--- config.mk ---
export PLATFORM = sky130hd
export DESIGN_NAME = dwbus_mailbox
export DESIGN_NICKNAME = d
export VERILOG_FILES = /design/src/rtl/dwbus_mailbox.sv
export SDC_FILE = /design/constraint.sdc
export NUM_CORES = 1
export LEC_CHECK = 0
export ABC_CLOCK_PERIOD_IN_PS = 4900
export BUFFER_PORTS_ARGS = -buffer_cell sky130_fd_sc_hd__buf_2
export CAP_MARGIN = 20
export CORE_MARGIN = 1
export CORE_UTILIZATION = 42
export DETAILED_ROUTE_END_ITERATION = 8
export REMOVE_ABC_BUFFERS = 1
export SLEW_MARGIN = 30
export SYNTH_ARGS = -nofsm -noshare
export SYNTH_HDL_FRONTEND = slang
export SYNTH_SLANG_ARGS = --single-unit
--- constraint.sdc ---
create_clock -name iCLK -period 4.9 [get_ports iCLK]
set_input_delay 0.245 -clock iCLK [delete_from_list [all_inputs] [get_ports iCLK]]
set_output_delay 0.245 -clock iCLK [all_outputs]
set_load 0.02 [all_outputs]
--- src/rtl/dwbus_mailbox.sv ---
// Byte mailbox on the CPU data bus: CPU-to-consumer TX FIFO and producer-to-CPU RX FIFO.
// Optional MAILBOX_IRQ_EN adds the oIRQ output and stored interrupt-enable bits in CONTROL.
module dwbus_mailbox #(
  parameter logic [31:0] BASE_ADDR = 32'hFF20_0000,
  parameter int unsigned DEPTH     = 16,
  parameter int unsigned PTR_W     = 4
) (
  input  logic        iCLK,
  input  logic        iRST,
  input  logic        iReadEnable,
  input  logic        iWriteEnable,
  input  logic [3:0]  iByteEnable,
  input  logic [31:0] iAddress,
  input  logic [31:0] iWriteData,
  output logic [31:0] oReadData,
  output logic        oHit,
  output logic        oTxValid,
  output logic [7:0]  oTxData,
  input  logic        iTxReady,
  input  logic        iRxValid,
  input  logic [7:0]  iRxData,
`ifdef MAILBOX_IRQ_EN
  output logic        oRxReady,
  output logic        oIRQ
`else
  output logic        oRxReady
`endif
);

  localparam int unsigned CNT_W = PTR_W + 1;

  logic [7:0]       txMem [DEPTH];
  logic [7:0]       rxMem [DEPTH];
  logic [PTR_W-1:0] txWr, txRd, rxWr, rxRd;
  logic [CNT_W-1:0] txCount, rxCount;
  logic             txOvfFlag, rxUndFlag;
  logic [1:0]       offset;
  logic             txFull, txEmpty, rxFull, rxEmpty;
  logic             ctrlWr, clearSticky, flushTx, flushRx;
  logic             txPushReq, txPush, txPop, txOvf;
  logic             rxReadReq, rxPop, rxUnd, rxPush;
  logic [31:0]      status;
  logic             unusedBits;

  assign unusedBits = ^{iAddress[1:0], iWriteData[31:3], iByteEnable[3:1]};

  // Address decode and bus-side events
  assign oHit    = (iAddress[31:4] == BASE_ADDR[31:4]);
  assign offset  = iAddress[3:2];
  assign txFull  = (txCount == CNT_W'(DEPTH));
  assign txEmpty = (txCount == '0);
  assign rxFull  = (rxCount == CNT_W'(DEPTH));
  assign rxEmpty = (rxCount == '0);

  assign ctrlWr      = oHit && iWriteEnable && iByteEnable[0] && (offset == 2'd3);
  assign clearSticky = ctrlWr && iWriteData[0];
  assign flushTx     = ctrlWr && iWriteData[1];
  assign flushRx     = ctrlWr && iWriteData[2];

  // Flush takes priority over any push on the same FIFO and suppresses the overflow flag
  assign txPushReq = oHit && iWriteEnable && iByteEnable[0] && (offset == 2'd0);
  assign txPush    = txPushReq && !txFull && !flushTx;
  assign txOvf     = txPushReq && txFull && !flushTx;
  assign txPop     = !txEmpty && iTxReady;

  assign rxReadReq = oHit && iReadEnable && (offset == 2'd1);
  assign rxPop     = rxReadReq && !rxEmpty;
  assign rxUnd     = rxReadReq && rxEmpty;
  assign rxPush    = iRxValid && !rxFull && !flushRx;

  assign oTxValid = !txEmpty;
  assign oTxData  = txMem[txRd];
  assign oRxReady = !rxFull;

  always_ff @(posedge iCLK) begin
    if (txPush) txMem[txWr] <= iWriteData[7:0];
    if (rxPush) rxMem[rxWr] <= iRxData;
  end

  // TX pointers and count
  always_ff @(posedge iCLK or posedge iRST) begin
    if (iRST) begin
      txWr    <= '0;
      txRd    <= '0;
      txCount <= '0;
    end else if (flushTx) begin
      txWr    <= '0;
      txRd    <= '0;
      txCount <= '0;
    end else begin
      if (txPush) txWr <= txWr + PTR_W'(1);
      if (txPop)  txRd <= txRd + PTR_W'(1);
      case ({txPush, txPop})
        2'b10:   txCount <= txCount + CNT_W'(1);
        2'b01:   txCount <= txCount - CNT_W'(1);
        default: txCount <= txCount;
      endcase
    end
  end

  // RX pointers and count
  always_ff @(posedge iCLK or posedge iRST) begin
    if (iRST) begin
      rxWr    <= '0;
      rxRd    <= '0;
      rxCount <= '0;
    end else if (flushRx) begin
      rxWr    <= '0;
      rxRd    <= '0;
      rxCount <= '0;
    end else begin
      if (rxPush) rxWr <= rxWr + PTR_W'(1);
      if (rxPop)  rxRd <= rxRd + PTR_W'(1);
      case ({rxPush, rxPop})
        2'b10:   rxCount <= rxCount + CNT_W'(1);
        2'b01:   rxCount <= rxCount - CNT_W'(1);
        default: rxCount <= rxCount;
      endcase
    end
  end

  // Sticky flags: a new event in the clearing cycle wins
  always_ff @(posedge iCLK or posedge iRST) begin
    if (iRST) begin
      txOvfFlag <= 1'b0;
      rxUndFlag <= 1'b0;
    end else begin
      txOvfFlag <= (txOvfFlag && !clearSticky) || txOvf;
      rxUndFlag <= (rxUndFlag && !clearSticky) || rxUnd;
    end
  end

`ifdef MAILBOX_IRQ_EN
  logic irqRxEn, irqTxEn;

  always_ff @(posedge iCLK or posedge iRST) begin
    if (iRST) begin
      irqRxEn <= 1'b0;
      irqTxEn <= 1'b0;
      oIRQ    <= 1'b0;
    end else begin
      if (ctrlWr) begin
        irqRxEn <= iWriteData[3];
        irqTxEn <= iWriteData[4];
      end
      oIRQ <= (irqRxEn && !rxEmpty) || (irqTxEn && txEmpty);
    end
  end
`endif

  always_comb begin
    status        = '0;
    status[0]     = txFull;
    status[1]     = txEmpty;
    status[2]     = rxFull;
    status[3]     = rxEmpty;
    status[4]     = txOvfFlag;
    status[5]     = rxUndFlag;
    status[15:8]  = 8'(txCount);
    status[23:16] = 8'(rxCount);
`ifdef MAILBOX_IRQ_EN
    status[25:24] = {irqTxEn, irqRxEn};
`endif
  end

  always_comb begin
    oReadData = '0;
    if (oHit) begin
      case (offset)
        2'd1:    oReadData = rxEmpty ? 32'h0 : {24'h0, rxMem[rxRd]};
        2'd2:    oReadData = status;
        default: oReadData = '0;
      endcase
    end
  end

endmodule

Yosys cells after proc, flatten, opt, wreduce, memory -nomap -nowiden. Memory sizes are Yosys's and may differ from the RTL's. Index checks and enable logic that the tools add are counted.

Memory bits (writable): 256. Output and inout bits: 43. Word-level logic and storage cells: 85. ROM bits: 0. Bits in registers: 28. Latch bits: 0. Memories: 2.

Memory list: rxMem (words 16, bits a word 8, rd ports 1, clocked after memory_dff 0, write ports 1, line 33) `logic [7:0] rxMem [DEPTH];`; txMem (words 16, bits a word 8, rd ports 1, clocked after memory_dff 0, write ports 1, line 32) `logic [7:0] txMem [DEPTH];`.

Muxes and demuxes: 19. Bitwise logic cells: 0. Magnitude comparators: 0. Reduce and logical (&&, ||, !) cells: 38. Shifts and indexed selects: 0. Div/mod/pow operators: 0. Equality and inequality tests: 10. $mul: 0. $add $sub $neg: 8.

Operator list (count): one-hot mux 21 bit (2 select lines) (1); 2-to-1 mux 4 bit (8); equality test 28 bit, second input constant (1); 2-to-1 mux 21 bit (1); logical AND 1 bit (20); one-hot mux 5 bit (2 select lines) (2); adder 4 x 1 -> 4 bit, second input constant (4); adder 5 x 1 -> 5 bit, second input constant (2); equality test 5 bit, second input constant (2); logical NOT 5 bit (2); 2-to-1 mux 5 bit (2); subtractor 5 x 1 -> 5 bit, second input constant (2); equality test 2 bit, second input constant (4); 2-to-1 mux 8 bit (1); nonzero test 2 bit (4); logical NOT 1 bit (7); equality test 2 x 1 -> 1 bit, second input constant (3); nonzero test 3 bit (2); 2-to-1 mux 1 bit (4); logical NOT 2 bit (1); logical OR 1 bit (2).

Longest topological paths before layout. Gate-level depths: netlist of run 1.

Depth after elaboration: 10. Depth in mapped cells: 14.

Worst setup path before layout of run 1. Ideal clock, no wire load.

Path type: in2reg. Start: input port iAddress[19]. End: register rxCount[4]. Arrival: 3.021 ns. Slack: 1.758 ns. Stages: 14. Setup time: 0.121 ns. Required time: 4.779 ns. Buffers on the path: 2. Cell sequence: or4_4 -> or3_1 -> buf_2 -> nor2_2 -> and3_1 -> buf_2 -> o21ai_0 -> xnor2_1 -> ha_1 -> nor2_1 -> nand4_1 -> mux2i_1 -> xnor2_1 -> nor2_1.

Longest elaborated chain between the ends: 10. Elaborated cells between the ends (all ways): 15. Those cells by class: 3 x eq/ne; 2 x mux; 10 x reduce/logical.

RTL lines: start, declared (line 13) `input logic [31:0] iAddress,`; equality test 28 bit * (line 48) `assign oHit = (iAddress[31:4] == BASE_ADDR[31:4]);`; named net oHit (line 16) `output logic oHit,`; logical AND 1 bit (3 in series) (line 55) `assign ctrlWr = oHit && iWriteEnable && iByteEnable[0] && (offset == 2'd3);`; logical AND 1 bit (line 58) `assign flushRx = ctrlWr && iWriteData[2];`; logical NOT 1 bit (line 69) `assign rxPush = iRxValid && !rxFull && !flushRx;`; logical AND 1 bit (line 69); equality test 2 x 1 -> 1 bit or equality test 2 bit (tied branches) (line 114) `case ({rxPush, rxPop})`; one-hot mux 5 bit (2 select lines) (line 114); 2-to-1 mux 5 bit (line 107) `end else if (flushRx) begin`; end signal, assigned (line 115) `2'b10: rxCount <= rxCount + CNT_W'(1);`; end signal, assigned (line 116) `2'b01: rxCount <= rxCount - CNT_W'(1);`; end signal, assigned (line 117) `default: rxCount <= rxCount;`; end, declared (line 35) `logic [CNT_W-1:0] txCount, rxCount;`.

The timed path passes the listed nets; every way through them passes the cells marked *. A chain may end at the register's enable or synchronous reset.

Final worst setup path of run 1.
Start: register rxRd[0]. End: output port oReadData[3].

Longest elaborated chain between the ends: 4.

RTL lines: start, declared (line 34) `logic [PTR_W-1:0] txWr, txRd, rxWr, rxRd;`; start signal, assigned (line 113) `if (rxPop) rxRd <= rxRd + PTR_W'(1);`; memory read (16 x 8 bit); 2-to-1 mux 8 bit (line 170) `2'd1: oReadData = rxEmpty ? 32'h0 : {24'h0, rxMem[rxRd]};`; one-hot mux 21 bit (2 select lines) (line 169) `case (offset)`; 2-to-1 mux 21 bit (line 168) `if (oHit) begin`; end, declared (line 15) `output logic [31:0] oReadData,`.

Every way passes these cells.

==> key figures, run 1 <==
Setup path
  • Cells along the critical path: buf_4 -> mux4_2 -> mux4_2 -> inv_1 -> o22ai_1 -> buf_2
  • Worst path slowest cell: dfrtp_2
  • Worst-case register-to-register setup slack: 1.80 ns
  • Worst-path fanout max: 24
  • Worst Setup Start Kind: register
  • Endpoint of the worst setup timing path: oReadData[3]
  • Critical path type: reg2out
  • Startpoint of the worst register-to-register path: txCount[1]$_DFFE_PP0P_
  • Required @ worst endpoint: 4.66 ns
  • Worst Setup SP: rxRd[0]$_DFFE_PP0P_
  • Worst setup EP type: output port
  • Number of cells on the critical path: 6
  • Number of buffers and inverters on the critical path: 3
  • Critical Path Most Common Cell: mux4_2
  • Worst Reg-to-Reg Cells: 9
  • Arrival time at the worst endpoint: 3.29 ns
  • Crit path largest cell delay: 0.90 ns
  • Kind of cell adding the most delay to the critical path: multiplexers
  • Endpoint of the worst-slack reg-to-reg timing path: txCount[4]$_DFFE_PP0P_

STA
  • Tmin final: 3.53 ns
  • Number of pins with negative max-slew slack in the final report: 0
  • RSZ-0062 raised after global routing: false
  • Final worst slack: 1.37 ns
  • Worst-case hold slack: 0.0929 ns
  • Worst-Margin Slew: 0.805 ns
  • Share of the clock period used by the worst path after layout: 72.1%
  • Total count of hold-check failures in the final report: 0
  • Setup_tns: 0 ns
  • Achievable clock frequency: 283 MHz
  • Worst clock skew on the final layout: 0.00920 ns
  • Final setup violating endpoints: 0
  • Max-slew headroom: 45.9%

Final layout
  • Highest-count cells in the layout ignoring fill and taps: edfxtp_1, buf_2, mux4_2
  • Layout cells sized above 1: 29.7%
  • Final net count: 831
  • Design Area, Final: 13700 um^2
  • Most frequent standard cell in the layout excluding fill and tap cells: edfxtp_1
  • Number of filler instances in the final layout: 2312
  • Area growth syn-to-layout: 14.6%
  • Non-filler instance count after layout: 1133
  • Antenna Diode Count: 0

Synth
  • Number of warnings reported in the yosys synthesis log: 0
  • Cells after Synth: 643
  • Share of async-settable or async-resettable flops after synthesis: 9.86%
  • Portion of synthesized cell area occupied by the leading cell type: 64.4%
  • Flop and latch count out of synthesis: 284
  • Sequential cell area fraction in the yosys report: 70.2%
  • Number of enable flip-flop cells after synthesis: 256
  • Mean instance size in the synthesized netlist: 18.6 um^2
  • Total standard cell area after synthesis: 11900 um^2
  • Primary FF master, synth: edfxtp_1
  • Library cell occupying the most area in the post-synthesis netlist: edfxtp_1
  • Top cells by area in the synthesized netlist: edfxtp_1, mux4_2, dfrtp_1
  • Distinct cell type count of the synthesized netlist: 48

CTS
  • # H-tree levels: 1
  • Clock tree root driver cell: clkbuf_16
  • CTS tree: yes
  • Number of clock buffers inserted by TritonCTS: 29
  • Clock input transition at the sequential cells of the worst setup and hold paths: 0.06 ns
  • Clock Sinks: 284
  • Clk_lat worst skew: 0.53 ns
  • Number of buffers inserted by post-CTS setup repair: 0
  • Deepest clock path buffer count: 3

Pwr
  • Clock power share: 34.5%
  • Cell Int Power: 4.71 mW
  • Pwr/cell area: 464 nW/um^2
  • Sw Ratio: 25.9%
  • Net switching power: 1.64 mW
  • Leak: 4.66 nW
  • Largest voltage drop on the vdd net: 384 uV
  • Sequential share of power: 47.8%
  • Logic pwr share: 17.8%

Run status
  • Run status: complete, no violations

GRT
  • Number of global-route vias before repair: 6113
  • Wire length of the first global-routing pass: 34200 um
  • Leftover overflow at the end of global routing: 0
  • Antenna violations before repair: 0
  • Largest net degree at the start of global routing: 34
  • All-Layer GR Usage: 15.4%

Place
  • Instance count after placement with tap cells included: 1079
  • Estimated wirelength of the detail-placed design: 15300 um
  • Count of port buffers added during placement: 81
  • Setup slack after placement: 1.43 ns
  • Instance area after placement: 12700 um^2
  • Routability Congestion: 0.819

Routing
  • Number of DRC violations after detailed routing: 0
  • Routed wire length per instance: 19.3 um
  • Total wire length: 21900 um
  • Antenna Violating Nets Remaining: 0
  • Vias after detailed routing: 5890
  • Number of optimization iterations in the first detailed-route pass: 5
  • Drt initial violations: 405
  • Vias per cell: 5.20

Floorplan
  • Std cell rows: 61
  • Die ar.: 29100 um^2
  • Core area: 27900 um^2
  • Ports: 125
  • Chip Width: 171 um
  • Vertical extent of the die: 171 um
  • Initial Utilization: 42.9%

Job
  • Max cap viols: 0

Worst hold path
  • Worst hold-check path type: in2reg
  • Cell depth of the worst min-delay path: 1
==> power groups by stage <==
stage / clock, mW / sequential, mW / combinational (mW)
4_1_cts: 2.24 / 3.04 / 1.15
3_3_place_gp: 0 / 3.07 / 1.11
5_1_grt: 2.32 / 3.06 / 1.24
2_1_floorplan: 0 / 3.08 / 0.783
3_5_place_dp: 0 / 3.09 / 1.14
6_report: 2.19 / 3.03 / 1.13
==> final cells by class <==
class / instances / area (um^2) / share of cell area (%)
flip-flops and latches: 284 / 8390 / 61.3
inverters: 16 / 60.1 / 0.439
multi-input cells: 314 / 3330 / 24.3
repair buffers: 88 / 460 / 3.36
well taps: 378 / 473 / 3.46
clock inverters: 16 / 158 / 1.15
clock buffers: 37 / 816 / 5.96
==> worst min-delay path by stage <==
stage / start / to / slack (ns)
2_1_floorplan: iRST / rxCount[0]$_DFFE_PP0P_ / 0.31
3_3_place_gp: iRST / txCount[0]$_DFFE_PP0P_ / 0.33
3_5_place_dp: iRST / txCount[0]$_DFFE_PP0P_ / 0.33
4_1_cts: iRxData[0] / rxMem[10][0]$_DFFE_PP_ / 0.07
5_1_grt: iRxData[4] / rxMem[10][4]$_DFFE_PP_ / 0.09
6_report: iWriteData[7] / txMem[14][7]$_DFFE_PP_ / 0.09
==> cell families (layout without fill, tap and decap cells) <==
family	count (synthesis)	count (layout)	share of synthesized area (%)
AOI/OAI and AO/OA	29	29	1.56
muxes	89	89	15.8
xor gates and xnor gates	20	20	1.47
other	1	14	0.0314
DFF	284	284	70.2
buffers and inverters	58	157	2.36
adders and majority gates	16	16	1.68
and+or+nand+nor	146	146	6.84
==> flip-flops by register name (all words and copies together) (netlist names) <==
register	cells
rxRd	4
txCount	5
rxWr	4
txWr	4
rxUndFlag	1
txOvfFlag	1
txRd	4
txMem	128
rxMem	128
rxCount	5
==> stage by stage <==
step                      total power, mW  util (%)
final                                6.35      49.1
after global routing                 6.62      49.1
after CTS                            6.42      49.1
after detailed placement             4.23      45.6
after global placement               4.18      45.6
after floorplan                      3.86         -
==> timing repair <==
action | CTS | global route
hold buffers | 1 | 0
resized for setup | 0 | 0
hold endpoints to repair | 28 | 0
==> cells in the mapped netlist (3+ instances only) <==
cell,number
a21oi_1,6
and2_1,37
and3_1,10
buf_1,10
buf_2,3
buf_4,14
clkbuf_1,14
dfrtp_1,28
edfxtp_1,256
ha_1,16
inv_1,16
mux2i_1,8
mux4_2,80
nand2_1,21
nand3_1,5
nand4_1,10
nor2_1,33
nor3_1,5
nor4_1,5
nor4b_1,5
o21ai_0,7
o22ai_1,5
or4_1,3
xnor2_1,9
xor2_1,11
==> metal layers <==
metal	share of wire, %	vias up	track usage [%]
met1	43	3021	20.0
met3	3.5	40	2.38
li1	-	2720	-
met2	52	109	26.8
met4	2.4	0	4.47
met5	0	-	0
Power figures use the tool's default switching activity.
==> run 2: changes to the inputs <==
--- a/config.mk
+++ b/config.mk
@@ -5,7 +5,7 @@
 export SDC_FILE = /design/constraint.sdc
 export NUM_CORES = 1
 export LEC_CHECK = 0
-export ABC_CLOCK_PERIOD_IN_PS = 4900
+export ABC_CLOCK_PERIOD_IN_PS = 3500
 export BUFFER_PORTS_ARGS = -buffer_cell sky130_fd_sc_hd__buf_2
 export CAP_MARGIN = 20
 export CORE_MARGIN = 1
==> constraint.sdc (replaced) <==
create_clock -name iCLK -period 3.5 [get_ports iCLK]
set_input_delay 0.175 -clock iCLK [delete_from_list [all_inputs] [get_ports iCLK]]
set_output_delay 0.175 -clock iCLK [all_outputs]
set_load 0.02 [all_outputs]
==> run 2 against run 1 <==
Compared with the run above: clock-buffer cell count up 1; non-clock buffer count up 5; die area unchanged; setup slack worse by 0.90 ns; cell area down 0.15%; final cell count up 0.53%; wire length down 3.4%; global-route usage down 0.42 points; core utilization down 0.072 points; critical path depth unchanged; flip-flop and latch count unchanged; sequential power up 38%.
==> key figures, run 2 (same netlist as run 1, synthesis figures left out) <==
Run status
  • Run status: complete, no violations

Floorplan
  • Vertical extent of the die: 171 um (unchanged)
  • Chip Width: 171 um (unchanged)
  • Core area: 27900 um^2 (unchanged)
  • Initial Utilization: 42.9% (unchanged)
  • Die ar.: 29100 um^2 (unchanged)
  • Std cell rows: 61 (unchanged)
  • Ports: 125 (unchanged)

STA
  • Share of the clock period used by the worst path after layout: 86.6%
  • RSZ-0062 raised after global routing: false
  • Final setup violating endpoints: 0 (unchanged)
  • Max-slew headroom: 51.5% (+5.7 points)
  • Achievable clock frequency: 330 MHz
  • Worst clock skew on the final layout: 0.0108 ns (+0.00159 ns)
  • Tmin final: 3.03 ns
  • Worst-Margin Slew: 0.726 ns (-0.0789 ns)
  • Setup_tns: 0 ns (unchanged)
  • Total count of hold-check failures in the final report: 0 (unchanged)
  • Number of pins with negative max-slew slack in the final report: 0 (unchanged)

Setup path
  • Critical path type: reg2out
  • Worst-case register-to-register setup slack: 0.84 ns (-0.96 ns)
  • Worst Reg-to-Reg Cells: 10 (+1)
  • Worst-path fanout max: 13 (-46%)
  • Startpoint of the worst register-to-register path: txCount[1]$_DFFE_PP0P_
  • Worst setup EP type: output port
  • Worst Setup Start Kind: register
  • Arrival time at the worst endpoint: 2.86 ns (-0.43 ns)
  • Endpoint of the worst-slack reg-to-reg timing path: txCount[4]$_DFFE_PP0P_
  • Required @ worst endpoint: 3.32 ns (-1.34 ns)

Place
  • Routability Congestion: 0.800 (-2.2%)
  • Instance area after placement: 12700 um^2 (+0.34%)
  • Estimated wirelength of the detail-placed design: 14800 um (-3.0%)
  • Count of port buffers added during placement: 81 (unchanged)
  • Instance count after placement with tap cells included: 1084 (+0.46%)

GRT
  • Largest net degree at the start of global routing: 36 (+5.9%)
  • Leftover overflow at the end of global routing: 0 (unchanged)
  • Number of global-route vias before repair: 6077 (-0.59%)
  • Antenna violations before repair: 0 (unchanged)
  • Wire length of the first global-routing pass: 33300 um (-2.7%)
  • All-Layer GR Usage: 15.0% (-0.42 points)

Job
  • Max cap viols: 0 (unchanged)

Routing
  • Total wire length: 21200 um (-3.4%)
  • Vias after detailed routing: 5856 (-0.58%)
  • Vias per cell: 5.14 (-1.1%)
  • Antenna Violating Nets Remaining: 0 (unchanged)
  • Drt initial violations: 394 (-2.7%)
  • Number of DRC violations after detailed routing: 0 (unchanged)
  • Routed wire length per instance: 18.6 um (-3.9%)
  • Number of optimization iterations in the first detailed-route pass: 4 (-1)

Pwr
  • Leak: 4.66 nW (about the same)
  • Largest voltage drop on the vdd net: 452 uV (+18%)
  • Pwr/cell area: 638 nW/um^2 (+38%)

Final layout
  • Highest-count cells in the layout ignoring fill and taps: edfxtp_1, buf_2, mux4_2
  • Most frequent standard cell in the layout excluding fill and tap cells: edfxtp_1
  • Design Area, Final: 13700 um^2 (-0.15%)
  • Final net count: 836 (+0.60%)
  • Final core utilization: 49.1% (-0.072 points)
  • Biggest regs: rxMem x128, txMem x128
  • Non-filler instance count after layout: 1139 (+0.53%)
  • Antenna Diode Count: 0 (unchanged)
  • Area growth syn-to-layout: 14.4%
  • Layout cells sized above 1: 29.4% (-0.23 points)

Worst hold path
  • Cell depth of the worst min-delay path: 1 (unchanged)
  • Worst hold-check path type: in2reg
  • Worst min-delay path startpoint: iWriteData[7]
  • Worst hold path endpoint: txMem[14][7]$_DFFE_PP_

CTS
  • # H-tree levels: 1 (unchanged)
  • Clock tree root driver cell: clkbuf_16
  • Clock input transition at the sequential cells of the worst setup and hold paths: 0.06 ns (about the same)
  • Number of clock buffers inserted by TritonCTS: 29 (unchanged)
  • Number of gates given a new drive strength after cts: 0 (unchanged)
  • CTS tree: yes
  • Hold buffers post-CTS: 1 (unchanged)
  • Deepest clock path buffer count: 3 (unchanged)
  • Number of buffers inserted by post-CTS setup repair: 0 (unchanged)
  • Clk_lat worst skew: 0.53 ns (about the same)
  • Clock Sinks: 284 (unchanged)
run 2: per-stage QoR:
step	power, mW	hold WS [ns]	worst slack [ns]
final	8.72	0.0223	0.467
after global routing	9.12	0.00967	0.307
after CTS	8.82	0.00271	0.382
after detailed placement	5.91	0.284	0.571
after global placement	5.85	0.490	0.634
after floorplan	5.40	0.240	0.202
run 2: layer usage:
metal  track usage (%)  share of wire (%)
met1              19.3                 43
met2              26.5                 52
met3              2.48                3.3
met4              3.37                1.5
met5                 0                  0
run 2: worst max-delay path, stage by stage, from the launching register on:
cell	delay (ns)
dfrtp_2	0.65
buf_4	0.27
mux4_2	0.52
mux4_2	0.47
inv_1	0.12
o22ai_1	0.09
buf_2	0.19
run 2: how the worst max path moves through the flow:
stage,start,to,slack [ns],cells after the start
2_1_floorplan,iAddress[19],rxCount[4]$_DFFE_PP0P_,0.20,12
3_3_place_gp,iAddress[19],rxCount[4]$_DFFE_PP0P_,0.63,12
3_5_place_dp,iAddress[19],rxCount[4]$_DFFE_PP0P_,0.57,13
4_1_cts,rxRd[0]$_DFFE_PP0P_,oReadData[3],0.38,6
5_1_grt,rxRd[0]$_DFFE_PP0P_,oReadData[3],0.31,6
6_report,rxRd[0]$_DFFE_PP0P_,oReadData[3],0.47,6
run 2: where the power goes:
group | internal [mW] | leakage [nW] | switching (mW)
clock network | 1.71 | 0.448 | 1.19
logic | 0.785 | 1.55 | 0.858
registers | 3.95 | 2.66 | 0.224
total | 6.45 | 4.66 | 2.27
run 2: layout make-up:
cell class | count | area (um^2)
fill | 2300 | 14200
sequential | 284 | 8390
multi-input combinational | 314 | 3320
clock buffer | 38 | 779
timing repair buffer | 93 | 510
tap | 378 | 473
clock inverter | 16 | 130
inverter | 16 | 60.1
==> run 3: changes to the inputs <==
--- a/config.mk
+++ b/config.mk
@@ -5,12 +5,15 @@
 export SDC_FILE = /design/constraint.sdc
 export NUM_CORES = 1
 export LEC_CHECK = 0
-export ABC_CLOCK_PERIOD_IN_PS = 3500
+export ABC_CLOCK_PERIOD_IN_PS = 2450
 export BUFFER_PORTS_ARGS = -buffer_cell sky130_fd_sc_hd__buf_2
 export CAP_MARGIN = 20
+export CELL_PAD_IN_SITES_DETAIL_PLACEMENT = 1
+export CELL_PAD_IN_SITES_GLOBAL_PLACEMENT = 2
 export CORE_MARGIN = 1
-export CORE_UTILIZATION = 42
+export CORE_UTILIZATION = 40
 export DETAILED_ROUTE_END_ITERATION = 8
+export PLACE_DENSITY_LB_ADDON = 0.1
 export REMOVE_ABC_BUFFERS = 1
 export SLEW_MARGIN = 30
 export SYNTH_ARGS = -nofsm -noshare
==> constraint.sdc (replaced) <==
create_clock -name iCLK -period 2.45 [get_ports iCLK]
set_input_delay 0.1225 -clock iCLK [delete_from_list [all_inputs] [get_ports iCLK]]
set_output_delay 0.1225 -clock iCLK [all_outputs]
set_load 0.02 [all_outputs]
==> run 3 against run 2 <==
Compared with the run above: the flow now finishes with violations (negative setup slack); flip-flop and latch count unchanged; global-route usage rose by 3.7 points; clock-buffer cell count is 6 lower; critical path type unchanged.
==> key figures, run 3 (same netlist as run 1, synthesis figures left out) <==
Setup path
  • Worst Setup Start Kind: register
  • Required @ worst endpoint: 2.33 ns (-0.99 ns)
  • Worst-path fanout max: 7 (-6)
  • Arrival time at the worst endpoint: 2.57 ns (-0.29 ns)
  • Worst setup EP type: output port
  • Critical path type: reg2out

Place
  • Routability Congestion: 0.736 (-8.1%)
  • Estimated wirelength of the detail-placed design: 19000 um (+28%)
  • Setup slack after placement: -0.434 ns (-1.00 ns)
  • Count of port buffers added during placement: 81 (unchanged)

Final layout
  • Final net count: 928 (+11%)
  • Area of the multi-input gates: 3450 um^2 (+3.8%)
  • Antenna Diode Count: 0 (unchanged)
  • Layout cells sized above 1: 38.8% (+9.4 points)
  • Area growth syn-to-layout: 26.1%
  • Highest-count cells in the layout ignoring fill and taps: edfxtp_1, mux4_2, buf_2
  • Number of filler instances in the final layout: 2714 (+18%)
  • Biggest regs: rxMem x128, txMem x128
  • Storage element area: 8390 um^2 (unchanged)
  • Most frequent standard cell in the layout excluding fill and tap cells: edfxtp_1

Floorplan
  • Die ar.: 30600 um^2 (+4.9%)
  • Vertical extent of the die: 175 um (+2.4%)
  • Std cell rows: 62 (+1.6%)
  • Initial Utilization: 41.2% (-1.7 points)
  • Core area: 29000 um^2 (+4.1%)
  • Chip Width: 175 um (+2.4%)
  • Ports: 125 (unchanged)

CTS
  • # H-tree levels: 1 (unchanged)
  • Clk_lat worst skew: 0.54 ns (about the same)
  • CTS tree: yes
  • Clock tree root driver cell: clkbuf_16
  • Clock Sinks: 284 (unchanged)
  • Clock input transition at the sequential cells of the worst setup and hold paths: 0.06 ns (about the same)
  • Deepest clock path buffer count: 3 (unchanged)
  • Number of clock buffers inserted by TritonCTS: 30 (+3.4%)

STA
  • RSZ-0062 raised after global routing: true
  • Max-slew headroom: 41.6% (-9.9 points)
  • Final setup violating endpoints: 17 (+17)
  • Total count of hold-check failures in the final report: 0 (unchanged)
  • Achievable clock frequency: 372 MHz
  • Worst-Margin Slew: 0.864 ns (+0.138 ns)
  • Final worst slack: -0.238 ns (-0.706 ns)
  • Worst clock skew on the final layout: 0.0101 ns (-0.000685 ns)
  • Worst-case hold slack: 0.0206 ns (-0.00176 ns)
  • Tmin final: 2.69 ns
  • Number of pins with negative max-slew slack in the final report: 0 (unchanged)
  • Share of the clock period used by the worst path after layout: 110%

GRT
  • All-Layer GR Usage: 18.7% (+3.7 points)
  • Wire length of the first global-routing pass: 42900 um (+29%)
  • Leftover overflow at the end of global routing: 0 (unchanged)
  • Largest net degree at the start of global routing: 36 (unchanged)
  • Number of global-route vias before repair: 7127 (+17%)
  • Antenna violations before repair: 0 (unchanged)

Job
  • Max cap viols: 0 (unchanged)

Routing
  • Vias after detailed routing: 6380 (+8.9%)
  • Total wire length: 28000 um (+33%)
  • Routed wire length per instance: 22.7 um (+22%)
  • Number of optimization iterations in the first detailed-route pass: 4 (unchanged)
  • Drt initial violations: 355 (-9.9%)
  • Number of DRC violations after detailed routing: 0 (unchanged)
  • Vias per cell: 5.16 (+0.40%)
  • Antenna Violating Nets Remaining: 0 (unchanged)

Run status
  • Run status: finished with violations
  • Failing checks: negative setup slack

Pwr
  • Leak: 5.29 nW (+14%)
  • Largest voltage drop on the vdd net: 649 uV (+44%)
  • Pwr/cell area: 912 nW/um^2 (+43%)

Worst hold path
  • Worst hold-check path type: in2reg
[run 3: changes by cell type in the layout (fill, tap and decap cells not counted), sizes merged]
cell,previous run,this run
buf,92,168
clkinv,12,17
clkbuf,38,35
dlygate4sd3,1,13
bufinv,2,3
[run 3: where the power goes]
group	total [mW]	internal [mW]	leakage, nW	switching [mW]
clock network	4.39	2.59	0.476	1.80
registers	5.94	5.65	2.66	0.289
logic	3.42	1.80	2.16	1.62
total	13.7	10.0	5.29	3.71
[run 3: worst paths after layout]
check                                       startpoint                     end  slack, ns  cells past startpoint
worst min register to register     rxUndFlag$_DFF_PP0_     rxUndFlag$_DFF_PP0_       0.51                      1
worst max-delay path               rxRd[0]$_DFFE_PP0P_            oReadData[0]      -0.24                      8
min in group asynchronous                         iRST  rxCount[0]$_DFFE_PP0P_       0.20                      4
worst max register to register  txCount[0]$_DFFE_PP0P_  txCount[4]$_DFFE_PP0P_      -0.02                     10
max in group asynchronous                         iRST     txRd[0]$_DFFE_PP0P_       1.94                      4
worst min-delay path                        iRxData[4]  rxMem[11][4]$_DFFE_PP_       0.02                      1
[run 3: per-layer routing]
metal / part of all wire [%] / vias up / global-route usage (%) / routed length [um]
met3: 2.5 / 41 / 2.33 / 705
li1: - / 2919 / - / -
met1: 41 / 3317 / 23.6 / 11500
met4: 2.3 / 0 / 4.06 / 651
met2: 54 / 103 / 34.4 / 15200
met5: 0 / - / 0 / 0
[run 3: repair_timing]
item                                    in CTS  in global routing
endpoints found under the setup margin      25                 29
gates resized for setup                     34                 44
gates cloned                                 4                  3
pin swaps                                    4                 11
hold endpoints to repair                   212                  0
hold buffers                                13                  0
setup buffers                               11                  3
[run 3: through the flow]
stage | area, um^2 | setup TNS (ns) | cells | utilization [%] | total power [mW]
2_1_floorplan | 11800 | -40.03 | 614 | - | 7.72
3_3_place_gp | 13500 | -12.01 | 1151 | 46.5 | 8.78
4_1_cts | 14900 | -3.53 | 1233 | 51.3 | 13.9
3_5_place_dp | 13500 | -21.36 | 1151 | 46.5 | 8.90
6_report | 15100 | -2.89 | 1236 | 51.9 | 13.7
5_1_grt | 15100 | -4.09 | 1236 | 51.9 | 14.3
[run 3: cell type report]
type                    count  area share, %
clock inverters            22           1.20
clock buffers              32           5.17
inverters                  16          0.399
well taps                 384           3.19
repair buffers            184           11.5
multi-input cells         314           22.9
flip-flops and latches    284           55.7
[run 3: worst max-delay path: stages (launching register included)]
cell and delay [ns]:
dfrtp_2 0.37, buf_12 0.14, buf_12 0.15, buf_12 0.12, mux4_2 0.49, mux4_2 0.48, inv_2 0.06, o22ai_1 0.05
buf_4 0.17
